## src/rtl/seg_pkg.sv

```systemverilog
// Shared constants for the seven-segment scanner: digit count, blank codes
// and the active-low hex segment table.
`timescale 1ns/1ps
package seg_pkg;

  localparam int NUM_DIGITS = 8;

  localparam logic [7:0] SEG_BLANK = 8'hFF;
  localparam logic [7:0] AN_OFF    = 8'hFF;

  // Active-low patterns {dp,g,f,e,d,c,b,a} with dp held off; entry n is digit n.
  localparam logic [15:0][7:0] HEX_SEG = {
    8'h8E, 8'h86, 8'hA1, 8'hC6, 8'h83, 8'h88, 8'h90, 8'h80,
    8'hF8, 8'h82, 8'h92, 8'h99, 8'hB0, 8'hA4, 8'hF9, 8'hC0
  };

endpackage

```

## src/rtl/hex7seg.sv

```systemverilog
// Combinational nibble to active-low seven-segment decoder (dp excluded).
`timescale 1ns/1ps
module hex7seg
  import seg_pkg::*;
(
  input  logic [3:0] nibble,
  output logic [6:0] seg
);

  assign seg = HEX_SEG[nibble][6:0];

endmodule

```

## src/rtl/seg_scan.sv

```systemverilog
// Multiplexed eight-digit hex display driver. A new value is taken into a
// pending slot by valid/ready handshake and promoted to the display register
// only at a frame boundary, so a frame never shows two different values.
`timescale 1ns/1ps
module seg_scan #(
  parameter int SCAN_DIV   = 100000,
  parameter int NUM_DIGITS = seg_pkg::NUM_DIGITS
) (
  input  logic                    clk,
  input  logic                    RST,
  input  logic [4*NUM_DIGITS-1:0] value,
  input  logic                    value_valid,
  output logic                    value_ready,
  input  logic [NUM_DIGITS-1:0]   dp_mask,
  input  logic                    blank_lz,
  output logic [NUM_DIGITS-1:0]   AN,
  output logic [7:0]              Segment,
  output logic                    frame_done
);

  import seg_pkg::*;

  localparam int CNT_W = $clog2(SCAN_DIV);
  localparam int IDX_W = $clog2(NUM_DIGITS);
  localparam logic [CNT_W-1:0] CNT_MAX = CNT_W'(SCAN_DIV - 1);
  localparam logic [IDX_W-1:0] IDX_MAX = IDX_W'(NUM_DIGITS - 1);

  logic [CNT_W-1:0]          cnt;
  logic [IDX_W-1:0]          idx;
  logic                      pend_full;
  logic [4*NUM_DIGITS-1:0]   pend;
  logic [4*NUM_DIGITS-1:0]   disp;
  logic                      ready_q;

  logic                      wrap;
  logic                      boundary;
  logic                      capture;
  logic                      pend_full_next;
  logic [3:0]                nibble;
  logic [6:0]                seg7;
  logic                      blank;
  logic [NUM_DIGITS-1:0]     an_active;

  assign wrap           = (cnt == CNT_MAX);
  assign boundary       = wrap && (idx == IDX_MAX);
  assign capture        = value_valid && ready_q;
  // The slot stays occupied until the boundary that empties it; a capture on
  // that same edge refills it immediately.
  assign pend_full_next = capture || (pend_full && !boundary);

  assign value_ready = ready_q;
  // Gated by RST so that asserting reset on a boundary cycle never pulses.
  assign frame_done  = boundary && !RST;

  // Dwell counter and digit index; the index steps once per completed dwell.
  always_ff @(posedge clk) begin
    // NOTE: state registers use non-blocking assignments so every process
    // sees the pre-edge value of cnt/idx regardless of evaluation order.
    if (RST) begin
      cnt <= '0;
      idx <= '0;
    end else if (wrap) begin
      cnt <= '0;
      idx <= (idx == IDX_MAX) ? '0 : idx + 1'b1;
    end else begin
      cnt <= cnt + 1'b1;
    end
  end

  // Handshake state and display register; promotion happens only at a boundary.
  always_ff @(posedge clk) begin
    if (RST) begin
      pend_full <= 1'b0;
      disp      <= '0;
      ready_q   <= 1'b0;
    end else begin
      if (boundary && pend_full) disp <= pend;
      pend_full <= pend_full_next;
      ready_q   <= !pend_full_next;
    end
  end

  // Pending data word, loaded on an accepted handshake.
  always_ff @(posedge clk) begin
    // NOTE: no reset on this data register; its contents are only consumed
    // while pend_full is set, and pend_full itself is reset.
    if (capture) pend <= value;
  end

  // Selected nibble and leading-zero decision for the current digit.
  always_comb begin
    nibble    = disp[{idx, 2'b00} +: 4];
    blank     = blank_lz && (idx != '0) && ((disp >> {idx, 2'b00}) == '0);
    an_active = ~(NUM_DIGITS'(1) << idx);
  end

  hex7seg u_hex7seg (
    .nibble (nibble),
    .seg    (seg7)
  );

  // Registered anode and segment drive, one cycle behind the digit index.
  always_ff @(posedge clk) begin
    if (RST || blank) begin
      AN      <= AN_OFF;
      Segment <= SEG_BLANK;
    end else begin
      AN      <= an_active;
      Segment <= {~dp_mask[idx], seg7};
    end
  end

endmodule

```

## config.mk

```make
export PLATFORM = sky130hd
export DESIGN_NAME = seg_scan
export DESIGN_NICKNAME = d
export VERILOG_FILES = /design/src/rtl/seg_pkg.sv /design/src/rtl/hex7seg.sv /design/src/rtl/seg_scan.sv
export SDC_FILE = /design/constraint.sdc
export NUM_CORES = 1
export LEC_CHECK = 0
export BUFFER_PORTS_ARGS = -buffer_cell sky130_fd_sc_hd__buf_4
export CORE_MARGIN = 2
export CORE_UTILIZATION = 25
export CTS_BUF_LIST = sky130_fd_sc_hd__clkbuf_4
export DETAILED_ROUTE_END_ITERATION = 8
export HOLD_SLACK_MARGIN = 0.12
export SETUP_SLACK_MARGIN = 0.05
export SYNTH_ARGS = -nofsm -noshare
export SYNTH_HDL_FRONTEND = slang
export SYNTH_SLANG_ARGS = --single-unit
```

## constraint.sdc

```tcl
create_clock -name clk -period 3.6 [get_ports clk]
set_clock_uncertainty 0.2 [all_clocks]
set_input_delay 0.18 -clock clk [delete_from_list [all_inputs] [get_ports clk]]
set_output_delay 0.18 -clock clk [all_outputs]
set_load 0.02 [all_outputs]
```

==> reports/results.tsv <==
metric	value	unit
cts-resized-gates	0	
drc	0	
vias_per_cell	4.39	
tns	0	ps
final_max_slew_viol_count	0	
cts-hold-fix-buffers	37	
synth_top_area_share	33.0	%
yosysWarnings	0	
overflow	0	
synth_top_family_by_area	multiplexers	
path_buf_inv	1	
synth.most_common_cell	dfxtp_1	
post-route-period-util	90.7	%
ys.flop_type	dfxtp_1	
drv_cap	0	
crit_top_cell	nand2_1	
cts-root-buf	clkbuf_4	
seq_area_frac_synth	55.6	%
rsz0062_at_grt	false	
start_kind	register	
postRouteAntennaNets	0	
drt_iter0_drc	237	
cp.arrival	3430	ps
io_pins	62	
die_h	134	µm
synthXorXnorAreaFrac	3.09	%
numCtsBuffers	9	
fillers	1690	
ir_drop	0.214	mV
antenna_cells	0	
drive_gt1_share	21.2	%
period_needed	3270	ps
cts_tree	built	
hp-class	in -> reg	
fin_ws	333	ps
wirelength	9160	µm
gp_congestion	0.824	
grt_pass1_vias	3018	
cpMaxStageDelayCell	mux4_2	
initial_core_util	25.6	%
antenna_found_initial	0	
syn_avg_cell_area	11.4	µm²
grt_max_degree	43	
cts.clk_slew.worst_paths	150	ps
max-slew-margin-rel	50.1	%
cp_data_required_time	3760	ps
run_status	complete, no violations	
clock_path_buffers	2	
firstDrtPassIters	4	
cp-end-kind	register	
placed_cells	643	
cts-htree-levels	3	
netlist.top_cell.by_area	dfxtp_1	
hold_violations	0	
port_buffers	61	
wl_per_cell	13.2	µm
synthMuxAreaShare	15.6	%
cts_num_sinks	102	
ys_seq_elements	102	
num_vias	3052	
crit_family	simple AND/OR/NAND/NOR gates	
stdcell_count	696	
fmaxAchievable	306	MHz
cp_max_fo	9	
yosys-top-cells-area	dfxtp_1 (33%), edfxtp_1 (23%), mux2i_1 (9.2%)	
synth_nets	430	
synth-compound-area-share	4.42	%
worst_pin_slew	741	ps
coreArea	16600	µm²
synth_adder_area_share	3.53	%
crit_type	reg -> reg	
setup_viol	0	
dieArea	18000	µm²
grt_pass1_wl	15000	µm
synth_cell_types	44	
synth_common_cells	dfxtp_1 (70), nor2_1 (66), mux2i_1 (39)	
synth_edf_count	32	
post-place-ws	376	ps
p_per_area	355	nW/µm²
p_leak	0.00229	µW
cp_cell_sequence	mux4_2 > nand2_1 > nand2_1 > inv_1 > ha_1 > nand2_1 > a21oi_1 > o311ai_0 > or4_4 > a22o_1 > o311ai_1	
syn_to_final_growth	28.7	%
synthesis.area	4250	µm²
cts_setup_buffers	0	
num_rows	47	
clkLatencyLatePin	440	ps
final_nets	527	
fp.dieW	134	µm
async_flop_share	0	%
syn_inst	374	
worst_path_largest_cell_delay	530	ps
dp_hpwl	6760	µm
synth_simple_gate_area_share	15.3	%
gr-usage-all-layers	10.6	%
==> kinds of logic after synthesis <==
logic type / Yosys count
muxes: 52
adders and majority gates: 12
buffers and inverters: 25
xor gates and xnor gates: 15
AOI/OAI and AO/OA: 29
and+or+nand+nor: 139
DFF: 102
==> layer usage <==
metal	wire, µm	share of wire (%)	up-vias	track usage [%]
met5	0	0	-	0
met4	124	1.4	0	4.09
met3	361	3.9	9	2.91
met2	4610	50	84	17.9
met1	4060	44	1430	13.0
li1	-	-	1529	-
==> registers in the layout, indices dropped and copies added, names as in the netlist <==
signal / cells
AN: 8
Segment: 8
cnt: 17
disp: 32
idx: 3
pend: 32
pend_full: 1
value_ready: 1
==> layout by cell type, fill, tap and decap left out, drive strengths merged, types with 2 or more instances in the layout <==
| cell type | Yosys | final |
|---|---|---|
| mux2i | 40 | 40 |
| nor3b | 4 | 4 |
| mux2 | 2 | 2 |
| nor4 | 7 | 7 |
| clkbuf | 11 | 10 |
| o211ai | 4 | 4 |
| xor2 | 11 | 11 |
| ha | 12 | 12 |
| o311ai | 2 | 2 |
| a22oi | 2 | 2 |
| inv | 7 | 11 |
| a211oi | 2 | 2 |
| nor3 | 4 | 4 |
| mux4 | 10 | 10 |
| buf | 7 | 67 |
| and4 | 4 | 4 |
| o221ai | 2 | 2 |
| edfxtp | 32 | 32 |
| nor2 | 66 | 66 |
| xnor2 | 4 | 4 |
| dlygate4sd3 | 0 | 37 |
| o22ai | 2 | 2 |
| and2 | 2 | 2 |
| nand4 | 3 | 3 |
| o21ai | 7 | 7 |
| nand3 | 13 | 13 |
| a21oi | 6 | 6 |
| and3 | 3 | 3 |
| nand2b | 3 | 3 |
| or2 | 3 | 3 |
| dfxtp | 70 | 70 |
| nand2 | 23 | 23 |
==> metrics by stage <==
stage	hold WS [ps]	power, µW	cell area [µm²]	utilization (%)
after floorplan	78.9	1280	4250	-
after global placement	158	1340	4950	29.9
after detailed placement	159	1340	4950	29.9
after CTS	177	1980	5470	33.0
after global routing	184	2030	5470	33.0
final	236	1940	5470	33.0
==> worst register-to-register path, delay by kind of cell, from the launching register on <==
family | cells | cell delay [ps]
flip-flops | 1 | 500
buffers and inverters | 1 | 160
multiplexers | 1 | 540
AND/OR/NAND/NOR | 4 | 810
AO/OA/AOI/OAI | 4 | 750
adder cells (fa/ha/maj) | 1 | 230
==> final timing paths <==
check	from	slack, ps	endpoint	depth (start not counted)
hold reg to reg	pend[23]$_DFFE_PP_	300	disp[23]$_SDFFE_PP0P_	2
hold / removal	value[20]	240	pend[20]$_DFFE_PP_	2
setup reg to reg	idx[1]$_SDFFE_PP0N_	330	Segment[1]$_SDFF_PP1_	11
setup / recovery	idx[1]$_SDFFE_PP0N_	330	Segment[1]$_SDFF_PP1_	11
==> cell type report <==
class | instances | area, µm² | area share, %
clock buffers | 10 | 75.1 | 1.37
clock inverters | 6 | 68.8 | 1.26
inverters | 7 | 26.3 | 0.481
multi-input cells | 247 | 1790 | 32.7
flip-flops and latches | 102 | 2360 | 43.2
well taps | 220 | 275 | 5.03
repair buffers | 104 | 873 | 16.0
==> report_power, final <==
part           internal (µW)  switching, µW
combinational           72.0           48.6
clock                    228            368
sequential              1210           10.6
total                   1510            428
No activity file was read; power rests on OpenSTA's default activity.
